--- src/rtl/cpu_mailbox.sv ---
// CPU-visible mailbox: a 16-byte register window in front of a host-to-device TX FIFO
// and a device-to-host RX FIFO, with sticky error flags and a registered interrupt.
module cpu_mailbox #(
  parameter logic [15:0] BASE_ADDR = 16'h5000,
  parameter int          DEPTH     = 8
) (
  input  logic        clk,
  input  logic        reset,
  input  logic        CPURead,
  input  logic        CPUWrite,
  input  logic [15:0] CPUAddress,
  input  logic [31:0] CPUWriteData,
  output logic [31:0] CPUReadData,
  output logic [31:0] out_data,
  output logic        out_valid,
  input  logic        out_ready,
  input  logic [31:0] in_data,
  input  logic        in_valid,
  output logic        in_ready,
  output logic        irq
);

  localparam int         AW        = $clog2(DEPTH);
  localparam logic [3:0] DEPTH_CNT = 4'(DEPTH);

  localparam logic [1:0] SEL_TXDATA = 2'd0;
  localparam logic [1:0] SEL_RXDATA = 2'd1;
  localparam logic [1:0] SEL_STATUS = 2'd2;
  localparam logic [1:0] SEL_CTRL   = 2'd3;

  // Address decode; a simultaneous read+write strobe is a write only.
  logic [15:0] offset;
  logic        in_win;
  logic [1:0]  reg_sel;
  logic        wr_en;
  logic        rd_any;
  logic        rd_en;
  logic        unused_addr_lsbs;

  assign offset           = CPUAddress - BASE_ADDR;
  assign in_win           = (offset[15:4] == 12'd0);
  assign reg_sel          = offset[3:2];
  assign wr_en            = CPUWrite & in_win;
  assign rd_any           = CPURead & ~CPUWrite;
  assign rd_en            = rd_any & in_win;
  assign unused_addr_lsbs = ^offset[1:0];

  // TX FIFO
  logic [31:0]   tx_mem [DEPTH];
  logic [AW-1:0] tx_wr_ptr;
  logic [AW-1:0] tx_rd_ptr;
  logic [3:0]    tx_count;
  logic          tx_full;
  logic          tx_empty;
  logic          tx_push_req;
  logic          tx_push;
  logic          tx_pop;

  // RX FIFO
  logic [31:0]   rx_mem [DEPTH];
  logic [AW-1:0] rx_wr_ptr;
  logic [AW-1:0] rx_rd_ptr;
  logic [3:0]    rx_count;
  logic          rx_full;
  logic          rx_empty;
  logic          rx_pop_req;
  logic          rx_pop;
  logic          rx_push;

  logic [1:0]  ctrl;
  logic        tx_overflow;
  logic        rx_underflow;
  logic        ovf_clr;
  logic        udf_clr;
  logic [31:0] status;
  logic [31:0] rd_mux;

  // Both device ports use valid/ready: a word transfers on the rising edge where
  // valid and ready are both high; valid never depends on ready.
  assign tx_full     = (tx_count == DEPTH_CNT);
  assign tx_empty    = (tx_count == 4'd0);
  assign tx_push_req = wr_en & (reg_sel == SEL_TXDATA);
  assign tx_push     = tx_push_req & ~tx_full;
  assign tx_pop      = out_valid & out_ready;
  assign out_valid   = ~tx_empty;
  assign out_data    = tx_mem[tx_rd_ptr];

  assign rx_full    = (rx_count == DEPTH_CNT);
  assign rx_empty   = (rx_count == 4'd0);
  assign rx_pop_req = rd_en & (reg_sel == SEL_RXDATA);
  assign rx_pop     = rx_pop_req & ~rx_empty;
  assign in_ready   = ~rx_full;
  assign rx_push    = in_valid & in_ready;

  assign ovf_clr = wr_en & (reg_sel == SEL_STATUS) & CPUWriteData[2];
  assign udf_clr = wr_en & (reg_sel == SEL_STATUS) & CPUWriteData[3];

  assign status = {12'd0, rx_count, 4'd0, tx_count, 4'd0,
                   rx_underflow, tx_overflow, tx_full, ~rx_empty};

  always_ff @(posedge clk) begin
    if (!reset && tx_push) tx_mem[tx_wr_ptr] <= CPUWriteData;
    if (!reset && rx_push) rx_mem[rx_wr_ptr] <= in_data;
  end

  always_ff @(posedge clk or posedge reset) begin
    if (reset) begin
      tx_wr_ptr <= '0;
      tx_rd_ptr <= '0;
      tx_count  <= '0;
    end else begin
      if (tx_push) tx_wr_ptr <= tx_wr_ptr + AW'(1);
      if (tx_pop)  tx_rd_ptr <= tx_rd_ptr + AW'(1);
      case ({tx_push, tx_pop})
        2'b10:   tx_count <= tx_count + 4'd1;
        2'b01:   tx_count <= tx_count - 4'd1;
        default: tx_count <= tx_count;
      endcase
    end
  end

  always_ff @(posedge clk or posedge reset) begin
    if (reset) begin
      rx_wr_ptr <= '0;
      rx_rd_ptr <= '0;
      rx_count  <= '0;
    end else begin
      if (rx_push) rx_wr_ptr <= rx_wr_ptr + AW'(1);
      if (rx_pop)  rx_rd_ptr <= rx_rd_ptr + AW'(1);
      case ({rx_push, rx_pop})
        2'b10:   rx_count <= rx_count + 4'd1;
        2'b01:   rx_count <= rx_count - 4'd1;
        default: rx_count <= rx_count;
      endcase
    end
  end

  always_comb begin
    rd_mux = 32'd0;
    case (reg_sel)
      SEL_TXDATA: rd_mux = 32'd0;
      SEL_RXDATA: rd_mux = rx_empty ? 32'd0 : rx_mem[rx_rd_ptr];
      SEL_STATUS: rd_mux = status;
      SEL_CTRL:   rd_mux = {30'd0, ctrl};
      default:    rd_mux = 32'd0;
    endcase
  end

  // Hardware set wins over a same-cycle W1C clear.
  always_ff @(posedge clk or posedge reset) begin
    if (reset) begin
      ctrl         <= 2'd0;
      tx_overflow  <= 1'b0;
      rx_underflow <= 1'b0;
      CPUReadData  <= 32'd0;
      irq          <= 1'b0;
    end else begin
      if (wr_en && reg_sel == SEL_CTRL) ctrl <= CPUWriteData[1:0];
      tx_overflow  <= (tx_push_req & tx_full) | (tx_overflow & ~ovf_clr);
      rx_underflow <= (rx_pop_req & rx_empty) | (rx_underflow & ~udf_clr);
      if (rd_any) CPUReadData <= in_win ? rd_mux : 32'd0;
      irq <= (ctrl[0] & ~rx_empty) | (ctrl[1] & tx_empty) | tx_overflow | rx_underflow;
    end
  end

endmodule
--- config.mk ---
export PLATFORM = sky130hd
export DESIGN_NAME = cpu_mailbox
export DESIGN_NICKNAME = d
export VERILOG_FILES = /design/src/rtl/cpu_mailbox.sv
export SDC_FILE = /design/constraint.sdc
export NUM_CORES = 1
export LEC_CHECK = 0
export BUFFER_PORTS_ARGS = -buffer_cell sky130_fd_sc_hd__buf_4
export CORE_UTILIZATION = 56
export CTS_CLUSTER_SIZE = 14
export DETAILED_ROUTE_END_ITERATION = 10
export GPL_TIMING_DRIVEN = 0
export PLACE_DENSITY = 0.84
export SYNTH_ARGS = -nofsm -noshare
export SYNTH_HDL_FRONTEND = slang
export SYNTH_SLANG_ARGS = --single-unit
--- constraint.sdc ---
create_clock -name clk -period 9.84 [get_ports clk]
set_clock_uncertainty 0.2 [all_clocks]
set_input_delay 0.984 -clock clk [delete_from_list [all_inputs] [get_ports clk]]
set_output_delay 0.984 -clock clk [all_outputs]
set_load 0.01 [all_outputs]
### Yosys cells after proc, flatten, opt, wreduce, memory -nomap -nowiden

Memories as Yosys holds them, arrays and structs flattened.
Cells that the tools add are included.

* register bits after elaboration: 57
* bits in writable memories: 512
* input port bits: 86
* memories kept: 2

Memories
* rx_mem: depth 8, width 32, read ports 1, clocked after Yosys merged registers in 0, write ports 1, RTL line 60 `logic [31:0] rx_mem [DEPTH];`
* tx_mem: depth 8, width 32, read ports 1, clocked after Yosys merged registers in 0, write ports 1, RTL line 49 `logic [31:0] tx_mem [DEPTH];`

* add/sub/neg operators: 9
* equality and inequality tests: 9
* mux-type cells: 9
* bitwise gates (word level): 30
* reduce and logical (&&, ||, !) cells: 10

Operator list (number)
* $pmux 32 s4: 1
* $mux 32: 2
* $and 1x1->1: 18
* $pmux 4 s2: 2
* $sub 16x15->16 const B: 1
* $add 3x1->3 const B: 4
* $logic_not 12->1: 1
* $add 4x1->4 const B: 2
* $eq 2x2->1 const B: 4
* $eq 4x4->1 const B: 2
* $logic_not 4->1: 2
* $sub 4x1->4 const B: 2
* $not 1->1: 7
* $eq 2x1->1 const B: 3
* $or 1x1->1: 5
* $mux 1: 4
* $reduce_bool 2->1: 2
* $logic_and 1x1->1: 3
* $logic_not 2->1: 1
* $logic_not 1->1: 1

### Depth between registers and ports, before layout

Gate-level depths: netlist of the first run.

* word-level depth: 8
* depth in mapped cells: 13
* gate-level depth less buffers: 10

### Least setup slack after synthesis of the first run

No wires, ideal clock.

* path kind: in2reg
* start: input reset
* end: memory tx_mem[4][0] (enable)
* setup time: 0.502 ns
* arrival time: 5.516 ns
* required time: 9.138 ns
* setup slack: 3.622 ns
* cell stages on the path: 3
* cells stage by stage: inv_1 -> nand2_1 -> nor4_1

* cells in the longest elaborated chain, start to end: 4

RTL lines
* from (decl): RTL line 8 `input logic reset,`
* $logic_not 1->1 (no source line)
* $logic_and 1x1->1: RTL line 102 `if (!reset && tx_push) tx_mem[tx_wr_ptr] <= CPUWriteData;`
* $mux 1: RTL line 102
* $mux 1 (implied by the code): RTL line 102
* to (decl): RTL line 49

Every way passes these cells.

### Worst setup path in the final report of the first run

* start: register tx_rd_ptr[0]
* end: output out_data[14]

* cells in the longest elaborated chain, start to end: 1

RTL lines
* from (decl): RTL line 51 `logic [AW-1:0] tx_rd_ptr;`
* from (signal assigned): RTL line 113 `if (tx_pop) tx_rd_ptr <= tx_rd_ptr + AW'(1);`
* $mem_v2 8x32
* to (decl): RTL line 14 `output logic [31:0] out_data,`

Every way passes these cells.

==> impl_summary.log, run 1 <==
[metrics] outcome: complete, no violations
[metrics] sum of met2 wire segment lengths after detailed routing: between 20000 and 30000 µm
[metrics] cells along the critical path: clkbuf_1, buf_2, mux4_2, mux2_2, buf_4
[metrics] simple-gate share of the synthesized area: 2.23%
[metrics] clock transition at the registers of the reported paths: 60 ps
[metrics] Net count, final: roughly 1400
[metrics] number of DRC violations after detailed routing: 0
[metrics] gate count after technology mapping: 1007
[metrics] Main synth FF type: sky130_fd_sc_hd__edfxtp_1
[metrics] area used by multi-input combinational logic: between 5000 and 6000 µm²
[metrics] worst reg2reg endpoint: rx_count[3]
[metrics] largest net degree at the start of global routing: 38
[metrics] number of cells upsized or downsized after cts: 0
[metrics] Max transition margin: 29.8%
[metrics] worst min path class: flip-flop to flip-flop
[metrics] Die Wd: 200 µm
[metrics] dominant combinational cell family by area after synthesis: multiplexers
[metrics] detail-routed via count per cell: between 6 and 7
[metrics] Filler cells: 2236
[metrics] Ports: ~150
[metrics] Core Area: 38600 µm²
[metrics] antenna violations before repair: 1
[metrics] final setup violation count: 0
[metrics] TritonCTS clock tree: built
[metrics] sum of routed wire length over all layers: 50200 µm
[metrics] min Tclk post-route: 4240 ps
[metrics] detailed router's first-iteration violation count: 942
[metrics] compound-gate portion of the synthesized area: 2.07%
[metrics] worst ir drop on vdd: between 0.0002 and 0.0003 V
[metrics] mean post-synth cell area: 21.8 µm²
[metrics] vias post-DR: 11114
[metrics] Max Clock Freq: 236 MHz
[metrics] # H-tree levels: 2
[metrics] starting utilization of the core area: 56.8%
[metrics] maximum cell stage delay along the critical path: 600 ps
[metrics] share of final-layout standard cells stronger than drive strength 1: 38.6%
[metrics] Placement Rows: between 70 and 80
[metrics] Inserted Clock Buffers: 55
[metrics] count of port buffers added during placement: 150
[metrics] top cells by area in the synthesized netlist: sky130_fd_sc_hd__edfxtp_1, sky130_fd_sc_hd__mux4_2, sky130_fd_sc_hd__dfrtp_1, sky130_fd_sc_hd__mux2_2, sky130_fd_sc_hd__mux2i_1
[metrics] buffers from clock root to sink, at most: 3
[metrics] flop and latch count out of synthesis: between 500 and 600
[metrics] first-pass detailed-route iteration total: 5
[metrics] Max Used Layer: met5
[metrics] detailed-route wire length per cell: 27.6 µm
[metrics] RSZ-0062 raised after global routing: false
[metrics] CTS sink count: roughly 570
[metrics] max-cap violations: 0
[metrics] ANT nets after route: 0
[metrics] relative area change from synthesis to final layout: 19.5%
[metrics] total standard cell area after synthesis: ~22000 µm²
[metrics] path depth of the worst reg2reg path: 12
[metrics] Worst path top cell family by delay: buffers and inverters
[metrics] register area share after synthesis: 76.5%
[metrics] antenna fix cells: 0
[metrics] final-layout worst hold slack: about 300 ps
[metrics] areal power density over the cells: 234 nW/µm²
[metrics] adder and majority cell fraction of the synthesized area: 0.661%
[metrics] area fraction of the dominant cell type after synthesis: 70.0%
[metrics] die extent in y: 200 µm
[metrics] slew at the pin closest to its max-slew limit: 1050 ps
[metrics] vias in the first global route: roughly 12000
[metrics] Routed met1 length: 18100 µm
[metrics] top cells by count, synth: sky130_fd_sc_hd__edfxtp_1, sky130_fd_sc_hd__mux4_2, sky130_fd_sc_hd__dfrtp_1, sky130_fd_sc_hd__mux2_2, sky130_fd_sc_hd__mux2i_1
[metrics] CP bufs+invs: 3
[metrics] XOR/XNOR share of the synthesized area: 0.633%
[metrics] footprint of the flip-flops and latches: 16800 µm²
[metrics] Critical Setup Path Class: flip-flop to output pin
[metrics] critical path peak fanout: 10
[metrics] area enclosed by the die boundary: between 30000 and 40000 µm²
[metrics] period utilisation layout: ~43%
[metrics] Hold-fix buffers, CTS: 0
[metrics] crit path DAT: ~3100 ps
[metrics] number of nets in the synthesized netlist: ~1100
[metrics] number of warnings issued by yosys: 0
[metrics] remaining global-route overflow: 0
[metrics] Worst setup SP type: flip-flop
[metrics] library cell occupying the most area in the post-synthesis netlist: sky130_fd_sc_hd__edfxtp_1
[metrics] count of different cell masters after synthesis: 51
[metrics] leakage dissipation: 8.82 nW
[metrics] met3 WL: 3960 µm
[metrics] Skew-Pair Late Insertion Delay: 620 ps
[metrics] mux contribution to synthesized area: between 15 and 20%
[metrics] total track usage: 26.0%
[metrics] kind of end point of the critical path: output pin
[metrics] buffer count from post-CTS setup fixing: 0
[metrics] Clk Tree Root Cell: sky130_fd_sc_hd__clkbuf_16
[metrics] routability congestion estimate: between 0.7 and 0.8
[metrics] post-DP HPWL: 30100 µm
[metrics] standard cell with the maximum stage delay on the critical path: sky130_fd_sc_hd__mux4_2
[metrics] hold path startpoint: CPUReadData[28]
[metrics] worst flop-to-flop path startpoint: rx_count[0]
[metrics] Final Hold Fails: 0
[metrics] number of synthesized flops with an enable pin: ~510
[metrics] Data required, critical path: between 8000 and 9000 ps
[metrics] worst reg2reg setup slack: between 6000 and 7000 ps
[metrics] first-pass GRT wire length: 73600 µm
[metrics] Slew Limit Fails: 0
[metrics] top-count cell post-synth: sky130_fd_sc_hd__edfxtp_1
[metrics] setup TNS: 0 ps
[metrics] proportion of register bits with asynchronous set or reset after synthesis: about a tenth
[metrics] WHS Endpoint: CPUReadData[28]
[metrics] worst hold path cell count: 2
-- worst max path at each step --
stage | from | endpoint | slack, ps | cells after the start
after detailed placement | CPUAddress[5] | rx_count[3] | 5260 | 13
final | tx_rd_ptr[0] | out_data[14] | 5600 | 5
after floorplan | reset | tx_mem[4][0] | 3620 | 3
after global routing | tx_rd_ptr[0] | out_data[14] | 5390 | 5
after global placement | reset | tx_mem[4][16] | 100 | 4
after CTS | tx_rd_ptr[0] | out_data[14] | 5510 | 5
-- kinds of logic after synthesis --
kind of cell    count (synthesis)
buf+inv                        59
flops                         569
mux                           201
xor+xnor                       15
compound gates                 59
simple gates                   93
fa+ha+maj                      11
-- report_power, final --
| part | switching (mW) | internal [mW] |
|---|---|---|
| logic | 0.577 | 0.573 |
| registers | 0.0605 | 2.75 |
| clock network | 0.897 | 1.28 |
| total | 1.54 | 4.60 |
-- sequential cells by signal, summed over array words and instances, names as in the netlist --
name and flops:
CPUReadData 32, ctrl 2, irq 1, rx_count 4, rx_mem 256, rx_rd_ptr 3, rx_underflow 1, rx_wr_ptr 3
tx_count 4, tx_mem 256, tx_overflow 1, tx_rd_ptr 3, tx_wr_ptr 3
-- layout by cell type (no fill, tap or decap), types with 3 or more instances in the layout --
| master | count |
|---|---|
| sky130_fd_sc_hd__edfxtp_1 | 512 |
| sky130_fd_sc_hd__buf_4 | 165 |
| sky130_fd_sc_hd__mux4_2 | 128 |
| sky130_fd_sc_hd__dfrtp_1 | 57 |
| sky130_fd_sc_hd__clkbuf_16 | 56 |
| sky130_fd_sc_hd__clkbuf_1 | 41 |
| sky130_fd_sc_hd__mux2_2 | 37 |
| sky130_fd_sc_hd__mux2i_1 | 34 |
| sky130_fd_sc_hd__nand2_1 | 31 |
| sky130_fd_sc_hd__o21ai_2 | 26 |
| sky130_fd_sc_hd__buf_6 | 16 |
| sky130_fd_sc_hd__clkinv_1 | 12 |
| sky130_fd_sc_hd__buf_2 | 11 |
| sky130_fd_sc_hd__a22oi_1 | 11 |
| sky130_fd_sc_hd__ha_1 | 10 |
| sky130_fd_sc_hd__clkinv_2 | 9 |
| sky130_fd_sc_hd__inv_1 | 8 |
| sky130_fd_sc_hd__nand3_1 | 8 |
| sky130_fd_sc_hd__xnor2_1 | 8 |
| sky130_fd_sc_hd__nor2_4 | 8 |
| sky130_fd_sc_hd__bufinv_16 | 8 |
| sky130_fd_sc_hd__buf_12 | 8 |
| sky130_fd_sc_hd__nor2_1 | 7 |
| sky130_fd_sc_hd__xor2_1 | 6 |
| sky130_fd_sc_hd__nor3_2 | 5 |
| sky130_fd_sc_hd__buf_8 | 5 |
| sky130_fd_sc_hd__or4_1 | 4 |
| sky130_fd_sc_hd__nand2b_1 | 4 |
| sky130_fd_sc_hd__o21ai_1 | 4 |
| sky130_fd_sc_hd__buf_1 | 4 |
| sky130_fd_sc_hd__o21ai_0 | 4 |
| sky130_fd_sc_hd__nor3_1 | 4 |
| sky130_fd_sc_hd__o22ai_1 | 3 |
| sky130_fd_sc_hd__nor4_2 | 3 |
| sky130_fd_sc_hd__clkbuf_8 | 3 |
-- worst reg2reg max path, stage by stage (launching register included) --
cell and delay (ps):
sky130_fd_sc_hd__dfrtp_1 450, sky130_fd_sc_hd__or4_1 640, sky130_fd_sc_hd__nand3_1 240, sky130_fd_sc_hd__or2_1 130, sky130_fd_sc_hd__buf_2 200, sky130_fd_sc_hd__buf_6 230, sky130_fd_sc_hd__inv_2 40, sky130_fd_sc_hd__ha_1 250
sky130_fd_sc_hd__ha_1 290, sky130_fd_sc_hd__a21o_1 200, sky130_fd_sc_hd__a2111oi_0 430, sky130_fd_sc_hd__nand4b_1 180, sky130_fd_sc_hd__nand3_1 80
-- final cells by class --
type | count | share of cell area [%]
Buffer | 49 | 0.839
Clock buffer | 69 | 5.64
Clock inverter | 33 | 1.52
Inverter | 10 | 0.143
Multi-Input combinational cell | 379 | 19.1
Sequential cell | 569 | 64.0
Tap cell | 518 | 2.47
Timing Repair Buffer | 192 | 6.28
-- per-stage QoR --
step | power [mW] | utilization [%] | instances | cell area [µm²] | setup WS [ps]
detailed placement | 4.00 | 63.0 | 1717 | 24400 | 5260
CTS | 6.17 | 67.9 | 1819 | 26200 | 5510
global route | 6.35 | 67.9 | 1819 | 26200 | 5390
floorplan | 3.55 | - | 1007 | 22000 | 3620
finish | 6.14 | 67.9 | 1819 | 26200 | 5600
global placement | 3.93 | 61.4 | 1675 | 23700 | 99.4
-- routing by layer --
metal / global-route usage [%] / vias up
li1: - / 4671
met1: 31.8 / 5755
met2: 45.0 / 558
met3: 6.05 / 128
met4: 9.90 / 2
met5: 0 / -
No activity file was read; power rests on OpenSTA's default activity.
==> run 2, diff against run 1 <==
CORE_UTILIZATION = 54   (was 56)
clock period = 3.7 ns   (was 9.84 ns; I/O delays follow)
==> run 2 against run 1 <==
  * Cell area increased by 2.5%
  * Final cell count up 3.2%
  * Sequential cell count did not move
  * Global-route usage decreased by 0.96 points
  * Power rose to 2.6 times the previous value
  * Clock power is 150% higher
  * First-iteration DRC count rose by 8.0%
  * Setup slack lost 5500 ps
  * Clock-buffer cell count is the same
  * Non-clock buffer count grew 56
  * Sequential power grew to 2.7 times the previous value
  * Sequential share of layout area shrank 1.5 points
  * Critical path type unchanged
  * Largest cell class unchanged
==> impl_summary.log, run 2 (synthesis results as in run 1) <==
[metrics] standard cell with the maximum stage delay on the critical path: sky130_fd_sc_hd__buf_1
[metrics] antenna fix cells: 0
[metrics] kind of end point of the critical path: output pin
[metrics] max-cap violations: 0
[metrics] most frequent standard cell in the layout excluding fill and tap cells: sky130_fd_sc_hd__edfxtp_1
[metrics] detailed router's first-iteration violation count: 1017
[metrics] Inserted Clock Buffers: 54
[metrics] Max Clock Freq: 277 MHz
[metrics] Final Hold Fails: 0
[metrics] sum of routed wire length over all layers: 50800 µm
[metrics] ANT nets after route: 0
[metrics] first-pass detailed-route iteration total: 5
[metrics] Internal Pwr Total: 12.0 mW
[metrics] worst ir drop on vdd: 0.000664 V
[metrics] CTS sink count: 569
[metrics] net switching power figure: 4.08 mW
[metrics] clock transition at the registers of the reported paths: 60 ps
[metrics] period utilisation layout: 97.7%
[metrics] post-DP HPWL: 29900 µm
[metrics] portion of total power attributed to combinational logic: 19.6%
[metrics] fraction of power consumed by the clock network: 33.8%
[metrics] slew at the pin closest to its max-slew limit: 1030 ps
[metrics] # H-tree levels: 2
[metrics] RSZ-0062 raised after global routing: false
[metrics] Die Wd: 204 µm
[metrics] outcome: complete, no violations
[metrics] detail-routed via count per cell: 6.06
[metrics] final setup violation count: 0
[metrics] share of final-layout standard cells stronger than drive strength 1: a little over a third
[metrics] maximum cell stage delay along the critical path: approximately 650 ps
[metrics] sequential fraction of design power: ~47%
[metrics] areal power density over the cells: between 500 and 600 nW/µm²
[metrics] area used by multi-input combinational logic: between 5000 and 6000 µm²
[metrics] smallest setup slack after layout: roughly 87 ps
[metrics] number of DRC violations after detailed routing: 0
[metrics] buffers from clock root to sink, at most: 3
[metrics] total track usage: 25.0%
[metrics] largest registers: rx_mem: 256 flops, tx_mem: 256 flops, CPUReadData: 32 flops
[metrics] relative area change from synthesis to final layout: 22.5%
[metrics] fraction of power spent switching nets: 25.5%
[metrics] Clk Tree Root Cell: sky130_fd_sc_hd__clkbuf_16
[metrics] Ports: 153
[metrics] Slew Limit Fails: 0
[metrics] Data required, critical path: about 3100 ps
[metrics] die extent in y: 204 µm
[metrics] highest-count cells in the layout ignoring fill and taps: sky130_fd_sc_hd__edfxtp_1, sky130_fd_sc_hd__buf_4, sky130_fd_sc_hd__mux4_2, sky130_fd_sc_hd__dlygate4sd3_1, sky130_fd_sc_hd__dfrtp_1
[metrics] starting utilization of the core area: a little over half
[metrics] remaining global-route overflow: 0
[metrics] TritonCTS clock tree: built
[metrics] footprint of the flip-flops and latches: 16800 µm²
[metrics] antenna violations before repair: 1
[metrics] Skew-Pair Late Insertion Delay: ~600 ps
[metrics] cells along the critical path: clkbuf_1, buf_1, mux4_2, mux2_2, buf_4
[metrics] largest net degree at the start of global routing: 61
[metrics] Max transition margin: 31.2%
[metrics] Filler cells: 2355
[metrics] first-pass GRT wire length: 74700 µm
[metrics] worst setup slack after placement: -189 ps
[metrics] area enclosed by the die boundary: 41500 µm²
[metrics] Critical Setup Path Class: flip-flop to output pin
[metrics] vias post-DR: 11386
[metrics] worst min path class: primary input to flip-flop
[metrics] leakage dissipation: 9.02 nW
[metrics] Worst setup SP type: flip-flop
[metrics] Placement Rows: 73
[metrics] Total Power Consumption: 16.0 mW
[metrics] Net count, final: 1408
[metrics] critical path peak fanout: 10
[metrics] crit path DAT: 3040 ps
[metrics] Core Area: 39900 µm²
[metrics] vias in the first global route: 12073
[metrics] routability congestion estimate: 0.777
[metrics] count of port buffers added during placement: 150
[metrics] detailed-route wire length per cell: 27.0 µm
[metrics] min Tclk post-route: 3610 ps
-- run 2: cell types whose count changed in the layout (fill, tap and decap cells not counted), moves of 4 or more --
cell                            change
sky130_fd_sc_hd__dlygate4sd3_1     +69
sky130_fd_sc_hd__bufinv_16          -4
sky130_fd_sc_hd__nor3_4             +5
sky130_fd_sc_hd__clkinvlp_4         +4
sky130_fd_sc_hd__buf_6              -8
sky130_fd_sc_hd__clkinv_1           -5
sky130_fd_sc_hd__buf_4             -13
sky130_fd_sc_hd__buf_16             +8
sky130_fd_sc_hd__nor3_2             -5
-- run 2: layer usage --
layer | global-route usage [%] | vias up | wire (µm)
met5 | 0 | - | 13
met2 | 44.3 | 582 | 27000
met1 | 31.2 | 5933 | 18800
met4 | 8.43 | 2 | 1180
li1 | - | 4778 | -
met3 | 4.33 | 91 | 3770
-- run 2: what timing repair did --
item	CTS	global route
pin swaps	0	1
gates resized for setup	1	4
endpoints found under the hold margin	577	0
setup endpoints to repair	2	13
buffers inserted	0	1
cloned	0	0
hold buffers	69	0
-- run 2: cell type report --
type                       count  area share, %
multi-input combinational    379           18.9
clock buffer                  69           5.42
clock inverter                29           1.00
timing repair buffer         248           8.80
tap                          525           2.44
buffer                        49          0.828
sequential                   569           62.5
inverter                      10          0.149
-- run 2: path summary, 6_finish.rpt --
path                                 start               to  slack (ps)  depth (start not counted)
max in group asynchronous            reset   CPUReadData[5]        2350                          3
max reg2reg                    rx_count[0]      rx_count[3]         250                         12
min                         CPUAddress[15]     rx_underflow          40                          4
max                           tx_rd_ptr[1]      out_data[3]          90                          5
min reg2reg                CPUReadData[28]  CPUReadData[28]         290                          2
min in group asynchronous            reset  CPUReadData[20]         370                          3
-- run 2: power groups by stage --
stage                     Combinational (mW)  Clock [mW]  Sequential (mW)
after floorplan                         1.89           0             7.56
after global placement                  2.89           0             7.59
after detailed placement                3.06           0             7.60
after CTS                               3.18        5.45             7.47
after global routing                    3.34        5.70             7.50
final                                   3.15        5.42             7.48
-- run 2: metrics by stage --
stage / instances / hold WS [ps] / utilization (%) / setup TNS [ps] / instance area, µm²
floorplan: 1007 / 265 / - / -44270 / 22000
global placement: 1682 / 266 / 59.7 / -796480 / 23800
CTS: 1877 / 26.0 / 67.3 / 0 / 26900
finish: 1878 / 38.4 / 67.4 / 0 / 26900
global route: 1878 / 34.4 / 67.4 / 0 / 26900
detailed placement: 1710 / 275 / 61.2 / -189 / 24400
-- run 2: critical path, delay by kind of cell (launching register included) --
| kind | cells | cell delay, ps |
|---|---|---|
| buf+inv | 3 | 1320 |
| mux | 2 | 740 |
| flops | 1 | 380 |
==> run 3, diff against run 2 <==
--- a/constraint.sdc
+++ b/constraint.sdc
@@ -4,2 +4,2 @@
 set_output_delay 0.37 -clock clk [all_outputs]
-set_load 0.01 [all_outputs]
+set_load 0.05 [all_outputs]
==> run 3 against run 2 <==
  * Routed wire length is essentially flat
  * Critical path depth unchanged
  * Combinational power is 27% higher
  * Highest routed layer unchanged
  * Register-to-register slack about the same
  * Die area stayed put
  * Critical path type unchanged
  * First-iteration DRC count grew 0.29%
  * Clock-buffer cell count stayed put
  * Utilization barely moved
==> impl_summary.log, run 3 (synthesis results as in run 1) <==
[metrics] TritonCTS clock tree: built
[metrics] first-pass detailed-route iteration total: 5
[metrics] Total Power Consumption: 16.9 mW
[metrics] areal power density over the cells: 628 nW/µm²
[metrics] Clk Tree Root Cell: sky130_fd_sc_hd__clkbuf_16
[metrics] CP bufs+invs: 3
[metrics] largest registers: rx_mem: 256 flops, tx_mem: 256 flops, CPUReadData: 32 flops
[metrics] standard cell with the maximum stage delay on the critical path: sky130_fd_sc_hd__clkbuf_1
[metrics] remaining global-route overflow: 0
[metrics] most frequent standard cell in the layout excluding fill and tap cells: sky130_fd_sc_hd__edfxtp_1
[metrics] Internal Pwr Total: about 12 mW
[metrics] ANT nets after route: 0
[metrics] critical path peak fanout: 10
[metrics] Die Wd: 204 µm
[metrics] Max Clock Freq: 279 MHz
[metrics] worst hold path cell count: 4
[metrics] post-DP HPWL: 29900 µm
[metrics] share of final-layout standard cells stronger than drive strength 1: 36.6%
[metrics] vias post-DR: between 10000 and 15000
[metrics] sequential fraction of design power: 44.3%
[metrics] relative area change from synthesis to final layout: 22.5%
[metrics] first-pass GRT wire length: 74700 µm
[metrics] crit path DAT: 3010 ps
[metrics] fraction of power consumed by the clock network: 32.0%
[metrics] worst min path class: primary input to flip-flop
[metrics] area used by multi-input combinational logic: 5070 µm²
[metrics] number of DRC violations after detailed routing: 0
[metrics] Slew Limit Fails: 0
[metrics] count of port buffers added during placement: 150
[metrics] slew at the pin closest to its max-slew limit: 1030 ps
[metrics] sum of routed wire length over all layers: 50700 µm
[metrics] Placement Rows: 73
[metrics] clock transition at the registers of the reported paths: around 60 ps
[metrics] Filler cells: 2355
[metrics] fraction of power spent switching nets: ~29%
[metrics] cell total after placement: 1710
[metrics] Ports: 153
[metrics] largest net degree at the start of global routing: just over 60
[metrics] vias in the first global route: between 10000 and 15000
[metrics] footprint of the flip-flops and latches: 16800 µm²
[metrics] Util after Layout: 67.4%
[metrics] Max transition margin: 31.3%
[metrics] detailed-route wire length per cell: ~27 µm
[metrics] min Tclk post-route: ~3600 ps
[metrics] antenna fix cells: 0
[metrics] final cell count without fillers: 1878
[metrics] highest-count cells in the layout ignoring fill and taps: sky130_fd_sc_hd__edfxtp_1, sky130_fd_sc_hd__buf_4, sky130_fd_sc_hd__mux4_2, sky130_fd_sc_hd__dlygate4sd3_1, sky130_fd_sc_hd__dfrtp_1
[metrics] Skew-Pair Late Insertion Delay: 610 ps
[metrics] portion of total power attributed to combinational logic: 23.7%
[metrics] Worst setup SP type: flip-flop
[metrics] Final Hold Fails: 0
[metrics] Worst path top cell family by delay: buffers and inverters
[metrics] period utilisation layout: 96.8%
[metrics] Inserted Clock Buffers: 54
[metrics] CTS sink count: 569
[metrics] total track usage: 25.0%
[metrics] # H-tree levels: 2
[metrics] path depth of the worst reg2reg path: 12
[metrics] buffers from clock root to sink, at most: 3
[metrics] outcome: complete, no violations
[metrics] max-cap violations: 0
[metrics] detailed router's first-iteration violation count: 1020
[metrics] kind of end point of the critical path: output pin
[metrics] final setup violation count: 0
[metrics] detail-routed via count per cell: between 6 and 7
[metrics] net switching power figure: ~4.9 mW
[metrics] most used cell, CP: sky130_fd_sc_hd__clkbuf_1
[metrics] cells along the critical path: clkbuf_1, clkbuf_1, mux4_2, mux2_2, buf_4
[metrics] RSZ-0062 raised after global routing: false
[metrics] number of stages on the worst setup path: 5
[metrics] starting utilization of the core area: 55.0%
[metrics] Core Area: 39900 µm²
[metrics] Data required, critical path: 3130 ps
[metrics] die extent in y: 204 µm
[metrics] routability congestion estimate: around 0.78
[metrics] worst ir drop on vdd: 0.000664 V
[metrics] Critical Setup Path Class: flip-flop to output pin
[metrics] Net count, final: 1408
[metrics] antenna violations before repair: 1
[metrics] maximum cell stage delay along the critical path: 580 ps
[metrics] leakage dissipation: approximately 9.0 nW
[metrics] area enclosed by the die boundary: roughly 41000 µm²
==> run 3: per-layer routing <==
layer / share of wire (%) / track usage [%] / vias up
li1: - / - / 4779
met1: 37 / 31.2 / 5921
met2: 53 / 44.3 / 589
met3: 7.4 / 4.33 / 95
met4: 2.4 / 8.43 / 2
met5: 0.026 / 0 / -
==> run 3: repair_timing <==
| item | 4_1_cts | 5_1_grt |
|---|---|---|
| hold buffers | 69 | 0 |
| setup endpoints to repair | 13 | 13 |
| pin swaps | 0 | 1 |
| buffers inserted | 0 | 1 |
| gates cloned | 0 | 0 |
| gates resized for setup | 2 | 3 |
| endpoints found under the hold margin | 577 | 0 |
==> run 3: power by group through the flow <==
stage	registers (mW)	clock network (mW)	logic (mW)
detailed placement	7.60	0	3.92
global route	7.50	5.70	4.19
CTS	7.47	5.45	4.03
finish	7.48	5.41	4.00
floorplan	7.56	0	2.76
global placement	7.59	0	3.74
==> run 3: area by class of cell <==
cell class / instances / share of cell area [%]
Sequential cell: 569 / 62.5
Multi-Input combinational cell: 379 / 18.9
Timing Repair Buffer: 248 / 8.80
Clock buffer: 69 / 5.42
Tap cell: 525 / 2.44
Clock inverter: 29 / 1.00
Buffer: 49 / 0.833
Inverter: 10 / 0.149
==> run 3: through the flow <==
step | setup slack, ps | instance area (µm²) | hold slack (ps) | TNS [ps]
after floorplan | -444 | 22000 | 265 | -44270
after global placement | -2900 | 23800 | 266 | -796480
after detailed placement | -189 | 24400 | 275 | -189
after CTS | 24.6 | 26900 | 26.0 | 0
after global routing | 30.2 | 26900 | 34.4 | 0
final | 118 | 26900 | 36.9 | 0
==> run 3: worst paths after layout <==
kind | from | slack [ps] | to
min in group asynchronous | reset | 370 | CPUReadData[20]
worst min register to register | CPUReadData[5] | 290 | CPUReadData[5]
worst max register to register | rx_count[0] | 250 | rx_count[3]
worst max-delay path | tx_rd_ptr[1] | 120 | out_data[26]
worst min-delay path | CPUAddress[15] | 40 | rx_underflow
max in group asynchronous | reset | 2350 | CPUReadData[5]
==> run 3: worst min-delay path: stages <==
cell                      delay, ps
sky130_fd_sc_hd__buf_4           90
sky130_fd_sc_hd__or4_4          110
sky130_fd_sc_hd__or4_4          150
sky130_fd_sc_hd__o41ai_1         70
